--- src/rtl/instr_overlay.sv ---
// Instruction-panel overlay: windows the raster into ROM coordinates and colour-key composites the panel over the scene.
// Optional blink of the steady panel is enabled by defining INSTR_OVERLAY_BLINK_EN.
module instr_overlay #(
    parameter int          ORIGIN_X    = 201,
    parameter int          ORIGIN_Y    = 400,
    parameter int          IMG_W       = 237,
    parameter int          IMG_H       = 21,
    parameter int          HOLD_FRAMES = 60,
    parameter logic [7:0]  TRANSPARENT = 8'hE3
) (
    input  logic       vga_clk,
    input  logic       rst_n,
    input  logic [9:0] hcount,
    input  logic [9:0] vcount,
    input  logic       blank,
    input  logic       frame_start,
    input  logic       show_req,
    input  logic       instr_sel,
    input  logic [7:0] bg_pixel,
    output logic [7:0] x_pos,
    output logic [4:0] y_pos,
    output logic       instr_type,
    input  logic [7:0] mem_data,
    output logic [7:0] pix_out,
    output logic       pix_blank
);

    localparam int HCW = (HOLD_FRAMES > 1) ? $clog2(HOLD_FRAMES) : 1;

    localparam logic [10:0] X_LO = 11'(ORIGIN_X);
    localparam logic [10:0] X_HI = 11'(ORIGIN_X + IMG_W);
    localparam logic [10:0] Y_LO = 11'(ORIGIN_Y);
    localparam logic [10:0] Y_HI = 11'(ORIGIN_Y + IMG_H);
    localparam logic [9:0]  OX   = 10'(ORIGIN_X);
    localparam logic [9:0]  OY   = 10'(ORIGIN_Y);

    typedef enum logic [1:0] {
        S_HIDDEN  = 2'd0,
        S_HOLD    = 2'd1,
        S_VISIBLE = 2'd2
    } state_t;

    state_t         state_q, state_d;
    logic [HCW-1:0] hold_cnt_q, hold_cnt_d;
    logic           page_q, page_d;
    logic           vis;

    function automatic logic [7:0] composite(input logic       win,
                                             input logic [7:0] rom,
                                             input logic [7:0] bg,
                                             input logic       blk);
        if (blk)
            return 8'd0;
        if (win && rom != TRANSPARENT)
            return rom;
        return bg;
    endfunction

`ifdef INSTR_OVERLAY_BLINK_EN
    logic [4:0] blink_cnt_q, blink_cnt_d;
`endif

    always_ff @(posedge vga_clk or negedge rst_n) begin
        if (!rst_n) begin
            state_q     <= S_HIDDEN;
            hold_cnt_q  <= '0;
            page_q      <= 1'b0;
`ifdef INSTR_OVERLAY_BLINK_EN
            blink_cnt_q <= 5'd0;
`endif
        end else begin
            state_q     <= state_d;
            hold_cnt_q  <= hold_cnt_d;
            page_q      <= page_d;
`ifdef INSTR_OVERLAY_BLINK_EN
            blink_cnt_q <= blink_cnt_d;
`endif
        end
    end

    // Panel state only moves on frame_start so a frame is never torn.
    always_comb begin
        state_d     = state_q;
        hold_cnt_d  = hold_cnt_q;
        page_d      = page_q;
`ifdef INSTR_OVERLAY_BLINK_EN
        blink_cnt_d = blink_cnt_q;
`endif
        if (frame_start) begin
            case (state_q)
                S_HIDDEN: begin
                    if (show_req) begin
                        state_d    = S_HOLD;
                        hold_cnt_d = HCW'(HOLD_FRAMES - 1);
                        page_d     = instr_sel;
                    end
                end
                S_HOLD: begin
                    if (hold_cnt_q != '0) begin
                        hold_cnt_d = hold_cnt_q - 1'b1;
                        page_d     = instr_sel;
                    end else if (show_req) begin
                        state_d     = S_VISIBLE;
`ifdef INSTR_OVERLAY_BLINK_EN
                        blink_cnt_d = 5'd0;
`endif
                    end else begin
                        state_d = S_HIDDEN;
                    end
                end
                S_VISIBLE: begin
                    if (!show_req) begin
                        state_d = S_HIDDEN;
                    end else begin
                        page_d      = instr_sel;
`ifdef INSTR_OVERLAY_BLINK_EN
                        blink_cnt_d = blink_cnt_q + 5'd1;
`endif
                    end
                end
                default: state_d = S_HIDDEN;
            endcase
        end
    end

`ifdef INSTR_OVERLAY_BLINK_EN
    assign vis = (state_q == S_HOLD) || ((state_q == S_VISIBLE) && !blink_cnt_q[4]);
`else
    assign vis = (state_q != S_HIDDEN);
`endif

    logic       in_win;
    logic [7:0] x_nxt;
    logic [4:0] y_nxt;

    always_comb begin
        in_win = vis && !blank
                 && ({1'b0, hcount} >= X_LO) && ({1'b0, hcount} < X_HI)
                 && ({1'b0, vcount} >= Y_LO) && ({1'b0, vcount} < Y_HI);
        x_nxt  = in_win ? 8'(hcount - OX) : 8'd0;
        y_nxt  = in_win ? 5'(vcount - OY) : 5'd0;
    end

    logic       in_win_p1, blank_p1;
    logic [7:0] bg_p1;
    logic       in_win_p2, blank_p2;
    logic [7:0] bg_p2;

    always_ff @(posedge vga_clk or negedge rst_n) begin
        if (!rst_n) begin
            x_pos      <= 8'd0;
            y_pos      <= 5'd0;
            instr_type <= 1'b0;
            in_win_p1  <= 1'b0;
            bg_p1      <= 8'd0;
            blank_p1   <= 1'b0;
            in_win_p2  <= 1'b0;
            bg_p2      <= 8'd0;
            blank_p2   <= 1'b0;
            pix_out    <= 8'd0;
            pix_blank  <= 1'b0;
        end else begin
            // Stage 1: ROM address and raster side-band
            x_pos      <= x_nxt;
            y_pos      <= y_nxt;
            instr_type <= page_q;
            in_win_p1  <= in_win;
            bg_p1      <= bg_pixel;
            blank_p1   <= blank;
            // Stage 2: side-band waits while the ROM produces mem_data
            in_win_p2  <= in_win_p1;
            bg_p2      <= bg_p1;
            blank_p2   <= blank_p1;
            // Stage 3: composited output
            pix_out    <= composite(in_win_p2, mem_data, bg_p2, blank_p2);
            pix_blank  <= blank_p2;
        end
    end

endmodule

--- config.mk ---
export PLATFORM = sky130hd
export DESIGN_NAME = instr_overlay
export DESIGN_NICKNAME = d
export VERILOG_FILES = /design/src/rtl/instr_overlay.sv
export SDC_FILE = /design/constraint.sdc
export NUM_CORES = 1
export LEC_CHECK = 0
export ABC_AREA = 1
export CAP_MARGIN = 20
export CORE_ASPECT_RATIO = 1.1
export CORE_MARGIN = 4
export CORE_UTILIZATION = 49
export DETAILED_ROUTE_END_ITERATION = 8
export PLACE_DENSITY_LB_ADDON = 0.12
export SYNTH_ARGS = -nofsm -noshare
export SYNTH_HDL_FRONTEND = slang
export SYNTH_SLANG_ARGS = --single-unit
export TNS_END_PERCENT = 50
--- constraint.sdc ---
create_clock -name vga_clk -period 1.9 [get_ports vga_clk]
set_input_delay 0.475 -clock vga_clk [delete_from_list [all_inputs] [get_ports vga_clk]]
set_output_delay 0.475 -clock vga_clk [all_outputs]
set_load 0.02 [all_outputs]
==> parameters.txt, run 1 <==
Parameter                              Value

STA
  Clock period minus worst slack ... 1730 ps
  Max-slew violation total from the final report ... 0
  Worst hold slack after final layout ... 112 ps
  Final-report setup violation count ... 0
  Max-slew headroom ... 0.693
  Minimum setup slack in the final design ... 165 ps
  Final hold vios ... 0
  Unrepaired setup endpoints after global routing ... no
  Final worst clock skew ... 7.36 ps
  Peak Freq ... 576 MHz
  Post-route fraction of the period consumed by the critical path ... 0.913
  Least-Margin Pin Slew ... 461 ps

Setup path
  Number of cells on the worst reg-to-reg path ... 8
  Crit-path cells ... clkdlybuf4s50_1
  Arr. time, crit path ... 1260 ps
  Kind of capture point of the worst setup path ... primary output
  Path length in cells of the critical path ... 1
  Category of the worst setup path launch point ... register
  Reg-to-reg critical path startpoint ... state_q[0]
  Peak fanout along the critical path ... 1
  First element of the critical path ... x_pos[7]
  Critical path buffer and inverter count ... 1
  Stage delay of the slowest cell on the critical path ... 620 ps
  Cell with the biggest individual delay on the critical path ... clkdlybuf4s50_1
  Top delay family on crit path ... buffers and inverters
  Start-to-end type of the worst setup path ... register to primary output
  Required arrival time at the worst endpoint ... 1420 ps

Die
  Die span in y ... 76.4 um
  Number of standard-cell rows in the floorplan ... 24
  Area of the core region ... 4020 um2
  IO Pins ... 65
  Die ar. ... 5370 um2
  Overall die width ... 70.2 um
  Initial standard-cell utilization of the core ... 0.518

Logic synthesis
  Count of mapped cells out of synthesis ... 223
  Area share of the leading cell type in the synthesized netlist ... 0.624
  Complex-gate fraction of the synthesized area ... 0.0600
  Top cells by instance count after synthesis ... dfrtp_1 (52), nor2_1 (45), nand2_1 (42)
  Synth cell types ... 18
  Count leader, synth ... dfrtp_1
  Post-synthesis sequential area ratio ... 0.624
  Async set or reset register ratio after synthesis ... 1.00
  Number of enable-type register cells in the synthesized netlist ... 0
  Post-synthesis area per instance ... 9.35 um2
  Largest family of logic cells by synthesized area ... simple AND/OR/NAND/NOR gates
  Share of synthesized area spent on multiplexers ... 0
  Nets in the synthesized netlist ... 269
  Top flip-flop cell by instance count after synthesis ... dfrtp_1
  Post-Synth XOR/XNOR Area ... 0.0294
  Post-synthesis instance area ... 2090 um2
  Simple-gate share of the synthesized area ... 0.198
  Synth top area cells ... dfrtp_1 (62%), nor2_1 (8.1%), nand2_1 (7.6%), inv_1 (5.9%), o21ai_0 (4.3%)
  Synthesized flop and latch total ... 52
  Synth Area in Adders ... 0.0240
  Cell type with the highest aggregate area in the netlist ... dfrtp_1
  Number of warnings printed during yosys synthesis ... 0

Placement
  Placement-stage worst setup slack ... -173 ps
  Final RePlAce weighted congestion ... 0.812
  Port buffer count ... 64
  Detailed-placement wirelength estimate ... 3.17 mm

Power
  Pwr/cell area ... 898 nW/um2
  Maximum VDD drop ... 507 uV
  Leakage power figure ... 1.47 nW

Global route
  Overflow left after global routing ... 0
  Largest net degree at the start of global routing ... 34
  Global-route usage over all layers ... 0.166
  Wire length of the first global-routing pass ... 7.09 mm
  Number of global-route vias before repair ... 1679
  Initial antenna violation count ... 0

Cells and area
  Area growth from synthesis to layout ... 42.6%
  Antenna diode count ... 0
  Finished Core Util ... 0.739
  Net count, final ... 348
  Fraction of final layout cells with drive strength greater than 1 ... 0.0660

Clock network
  Clock input transition at the sequential cells of the worst setup and hold paths ... 90 ps
  Clk Tree Root Cell ... clkbuf_8
  Insertion delay of the later-clocked pin in the worst-skew pair ... 300 ps
  Number of hold buffers added after CTS ... 0
  CTS tree ... done
  Clk sink count ... 52
  Bufs on Longest Clock Path ... 2
  Total CTS buffers ... 5
  Htree depth ... 2

Run
  Max-capacitance violation count ... 0

Routing
  Vias per std cell ... 4.66
  Via count ... 1655
  Residual DRC count ... 0
  Final ANT Viol Nets ... 0
  Avg WL per Cell ... 11.3 um
  Total detailed-routing wirelength ... 4.02 mm
  Detailed-router iteration count before antenna repair ... 5
  Iteration-0 DRC Markers ... 128

Min path
  Worst min path class ... primary input to asynchronous set/reset pin

Run status
  Outcome ... finished, final reports clean
-- flip-flops by register name, summed over array words and instances (netlist names) --
register	cells
bg_p2	8
state_q	2
y_pos	5
x_pos	8
pix_out	8
page_q	1
pix_blank	1
blank_p2	1
bg_p1	8
in_win_p2	1
in_win_p1	1
instr_type	1
hold_cnt_q	6
blank_p1	1
-- per-stage QoR --
step           instance area, um2  TNS [ps]  instances  total power [mW]
3_3_place_gp                 2860     -1250        347              1.92
6_report                     2970         0        355              2.67
3_5_place_dp                 2860     -2180        347              1.96
4_1_cts                      2970         0        355              2.70
5_1_grt                      2970         0        355              2.87
2_1_floorplan                2090         0        223              1.68
-- power breakdown --
| part | switching [mW] | internal, mW | total (mW) |
|---|---|---|---|
| clock | 0.343 | 0.390 | 0.733 |
| sequential | 0.0866 | 1.23 | 1.32 |
| combinational | 0.332 | 0.285 | 0.617 |
-- cell families (layout without fill, tap and decap cells) --
group,count (synthesis),count (layout)
xor+xnor,7,7
compound gates,24,24
buf+inv,34,114
flops,52,52
simple gates,102,102
fa+ha+maj,4,4
-- final timing paths --
check,to,slack [ps]
hold / removal,pix_out[6],110
min in group vga_clk,bg_p2[6],350
setup reg to reg,hold_cnt_q[4],480
setup / recovery,x_pos[7],170
hold reg to reg,bg_p2[6],350
max in group asynchronous,hold_cnt_q[1],1270
-- metal layers --
metal  track usage  routed length [um]
met5             0                   0
met3        0.0633                 363
met2         0.289                2010
met4        0.0690                  96
met1         0.177                1550
-- cell usage in the layout, fill, tap and decap left out, types with 5 or more instances in the layout --
master,n
clkdlybuf4s50_1,63
dfrtp_1,52
nor2_1,45
nand2_1,42
inv_1,33
o21ai_0,18
buf_4,8
nand3_1,7
clkbuf_8,5
-- final cells by class --
type | count | area [um2]
Fill cell | 309 | 1050
Multi-Input combinational cell | 137 | 657
Tap cell | 52 | 65.1
Timing Repair Buffer | 73 | 716
Inverter | 33 | 124
Clock inverter | 3 | 42.5
Clock buffer | 5 | 68.8
Sequential cell | 52 | 1300
-- worst reg2reg max path, cell delays in order (launching register included) --
cell,delay (ps)
dfrtp_1,390
inv_1,60
nor2_1,220
nand4_1,190
inv_1,110
nor2_1,40
buf_4,140
o21ai_0,80
nand2_1,70
-- timing repair --
| item | 4_1_cts | 5_1_grt |
|---|---|---|
| gates resized for setup | 0 | 1 |
| buffers inserted | 0 | 0 |
| setup endpoints to repair | 0 | 12 |
(Power assumes the default switching activity.)
==> run 2: changes to the inputs <==
- SKIP_LAST_GASP: unset -> 1
==> results of run 2 <==
The final DEF is identical to that of run 1; final timing and power are the same.
==> run 3: changes to the inputs <==
- CORE_UTILIZATION: 49 -> 30
==> run 3 against run 2 <==
Via count is 1.6% lower. Wire length grew 4.8%. Critical path depth did not move. Critical path type unchanged. Highest routed layer unchanged.
==> parameters.txt, run 3 (same netlist as run 1, synthesis figures left out) <==
Parameter                              Value

Clock network
  Clk Tree Root Cell ... clkbuf_8
  Post-cts resize count ... 0
  Total CTS buffers ... 5
  Insertion delay of the later-clocked pin in the worst-skew pair ... 310 ps
  Setup repair bufs after CTS ... 0
  Htree depth ... 2
  Number of hold buffers added after CTS ... 0
  Clock input transition at the sequential cells of the worst setup and hold paths ... 100 ps
  Clk sink count ... 52
  CTS tree ... done
  Bufs on Longest Clock Path ... 2

Run
  Max-capacitance violation count ... 0

STA
  Final hold vios ... 0
  Clock period minus worst slack ... 1750 ps
  Final-report setup violation count ... 0
  Peak Freq ... 572 MHz
  Max-slew violation total from the final report ... 0
  Minimum setup slack in the final design ... 150 ps
  Max-slew headroom ... 0.709
  Unrepaired setup endpoints after global routing ... no
  Post-route fraction of the period consumed by the critical path ... 0.921
  Final worst clock skew ... 14.3 ps
  Least-Margin Pin Slew ... 433 ps

Run status
  Outcome ... finished, final reports clean

Placement
  Final RePlAce weighted congestion ... 0.766
  Placement-stage worst setup slack ... -151 ps
  # placed instances ... 378
  Port buffer count ... 64
  Placed cell area ... 2900 um2
  Detailed-placement wirelength estimate ... 3.19 mm

Die
  Initial standard-cell utilization of the core ... 0.313
  Overall die width ... 87.5 um
  Area of the core region ... 6670 um2
  IO Pins ... 65
  Die span in y ... 95.5 um
  Number of standard-cell rows in the floorplan ... 31
  Die ar. ... 8350 um2

Routing
  Vias per std cell ... 4.22
  Detailed-router iteration count before antenna repair ... 4
  Iteration-0 DRC Markers ... 47
  Final ANT Viol Nets ... 0
  Avg WL per Cell ... 10.9 um
  Total detailed-routing wirelength ... 4.21 mm
  Via count ... 1628
  Residual DRC count ... 0

Cells and area
  Final Non-Filler Cells ... 386
  Net count, final ... 349
  Antenna diode count ... 0
  Leading cell type in the layout, fill and taps excluded ... clkdlybuf4s50_1
  Summed area of non-filler cells in the final layout ... 3000 um2
  Fraction of final layout cells with drive strength greater than 1 ... 0.0691
  Area growth from synthesis to layout ... 43.9%
  Most frequent cells in the layout ... clkdlybuf4s50_1 (63), dfrtp_1 (52), nor2_1 (45)

Global route
  Largest net degree at the start of global routing ... 53
  Wire length of the first global-routing pass ... 7.02 mm
  Number of global-route vias before repair ... 1598
  Global-route usage over all layers ... 0.109
  Initial antenna violation count ... 0
  Overflow left after global routing ... 0

Power
  Pwr/cell area ... 847 nW/um2
  Maximum VDD drop ... 335 uV
  Leakage power figure ... 1.46 nW
  Total power of the final layout ... 2.54 mW

Setup path
  Arr. time, crit path ... 1270 ps
  Kind of capture point of the worst setup path ... primary output
  Cell with the biggest individual delay on the critical path ... clkdlybuf4s50_1
  Critical path buffer and inverter count ... 1
  Required arrival time at the worst endpoint ... 1420 ps
  Crit-path cells ... clkdlybuf4s50_1
  R2r endpoint ... hold_cnt_q[4]
  Peak fanout along the critical path ... 1
  Reg-to-reg critical path startpoint ... state_q[0]
  Number of cells on the worst reg-to-reg path ... 8
  Start-to-end type of the worst setup path ... register to primary output
  Top delay family on crit path ... buffers and inverters
  Category of the worst setup path launch point ... register
  Reg2Reg Setup Slack ... 490 ps
  Stage delay of the slowest cell on the critical path ... 610 ps

Min path
  Worst min path class ... primary input to asynchronous set/reset pin
==> run 3: final cells by class <==
class / instances / area [um2]
tap: 82 / 103
fill: 679 / 3670
multi-input combinational: 137 / 657
clock buffer: 5 / 68.8
clock inverter: 3 / 23.8
inverter: 33 / 124
sequential: 52 / 1300
timing repair buffer: 74 / 723
==> run 3: layer usage <==
metal / vias up / global-route usage / part of all wire / wire length [um]
met2: 65 / 0.170 / 0.44 / 1870
met1: 715 / 0.135 / 0.43 / 1820
met5: - / 0 / 0 / 0
li1: 841 / - / - / -
met3: 7 / 0.0424 / 0.10 / 428
met4: 0 / 0.0460 / 0.021 / 89
==> run 3: how the worst max path moves through the flow <==
stage | start | cells after the start | end
floorplan | hcount[0] | 10 | x_pos[5]
global placement | hcount[0] | 10 | y_pos[2]
detailed placement | hcount[0] | 10 | x_pos[1]
CTS | x_pos[1] | 1 | x_pos[1]
global route | hcount[1] | 10 | x_pos[4]
finish | x_pos[1] | 1 | x_pos[1]
==> run 3: where the power goes <==
group	switching [mW]	leakage, nW	total (mW)	internal (mW)
Clock	0.360	0.0404	0.621	0.261
Combinational	0.313	0.768	0.598	0.284
Sequential	0.0885	0.654	1.32	1.23
Total	0.762	1.46	2.54	1.78
==> run 3: per-stage QoR <==
step | setup TNS [ps] | utilization | hold slack [ps]
finish | 0 | 0.450 | 133
global route | 0 | 0.450 | 147
CTS | 0 | 0.449 | 146
detailed placement | -1820 | 0.435 | 336
global placement | -1150 | 0.435 | 334
floorplan | 0 | - | 179
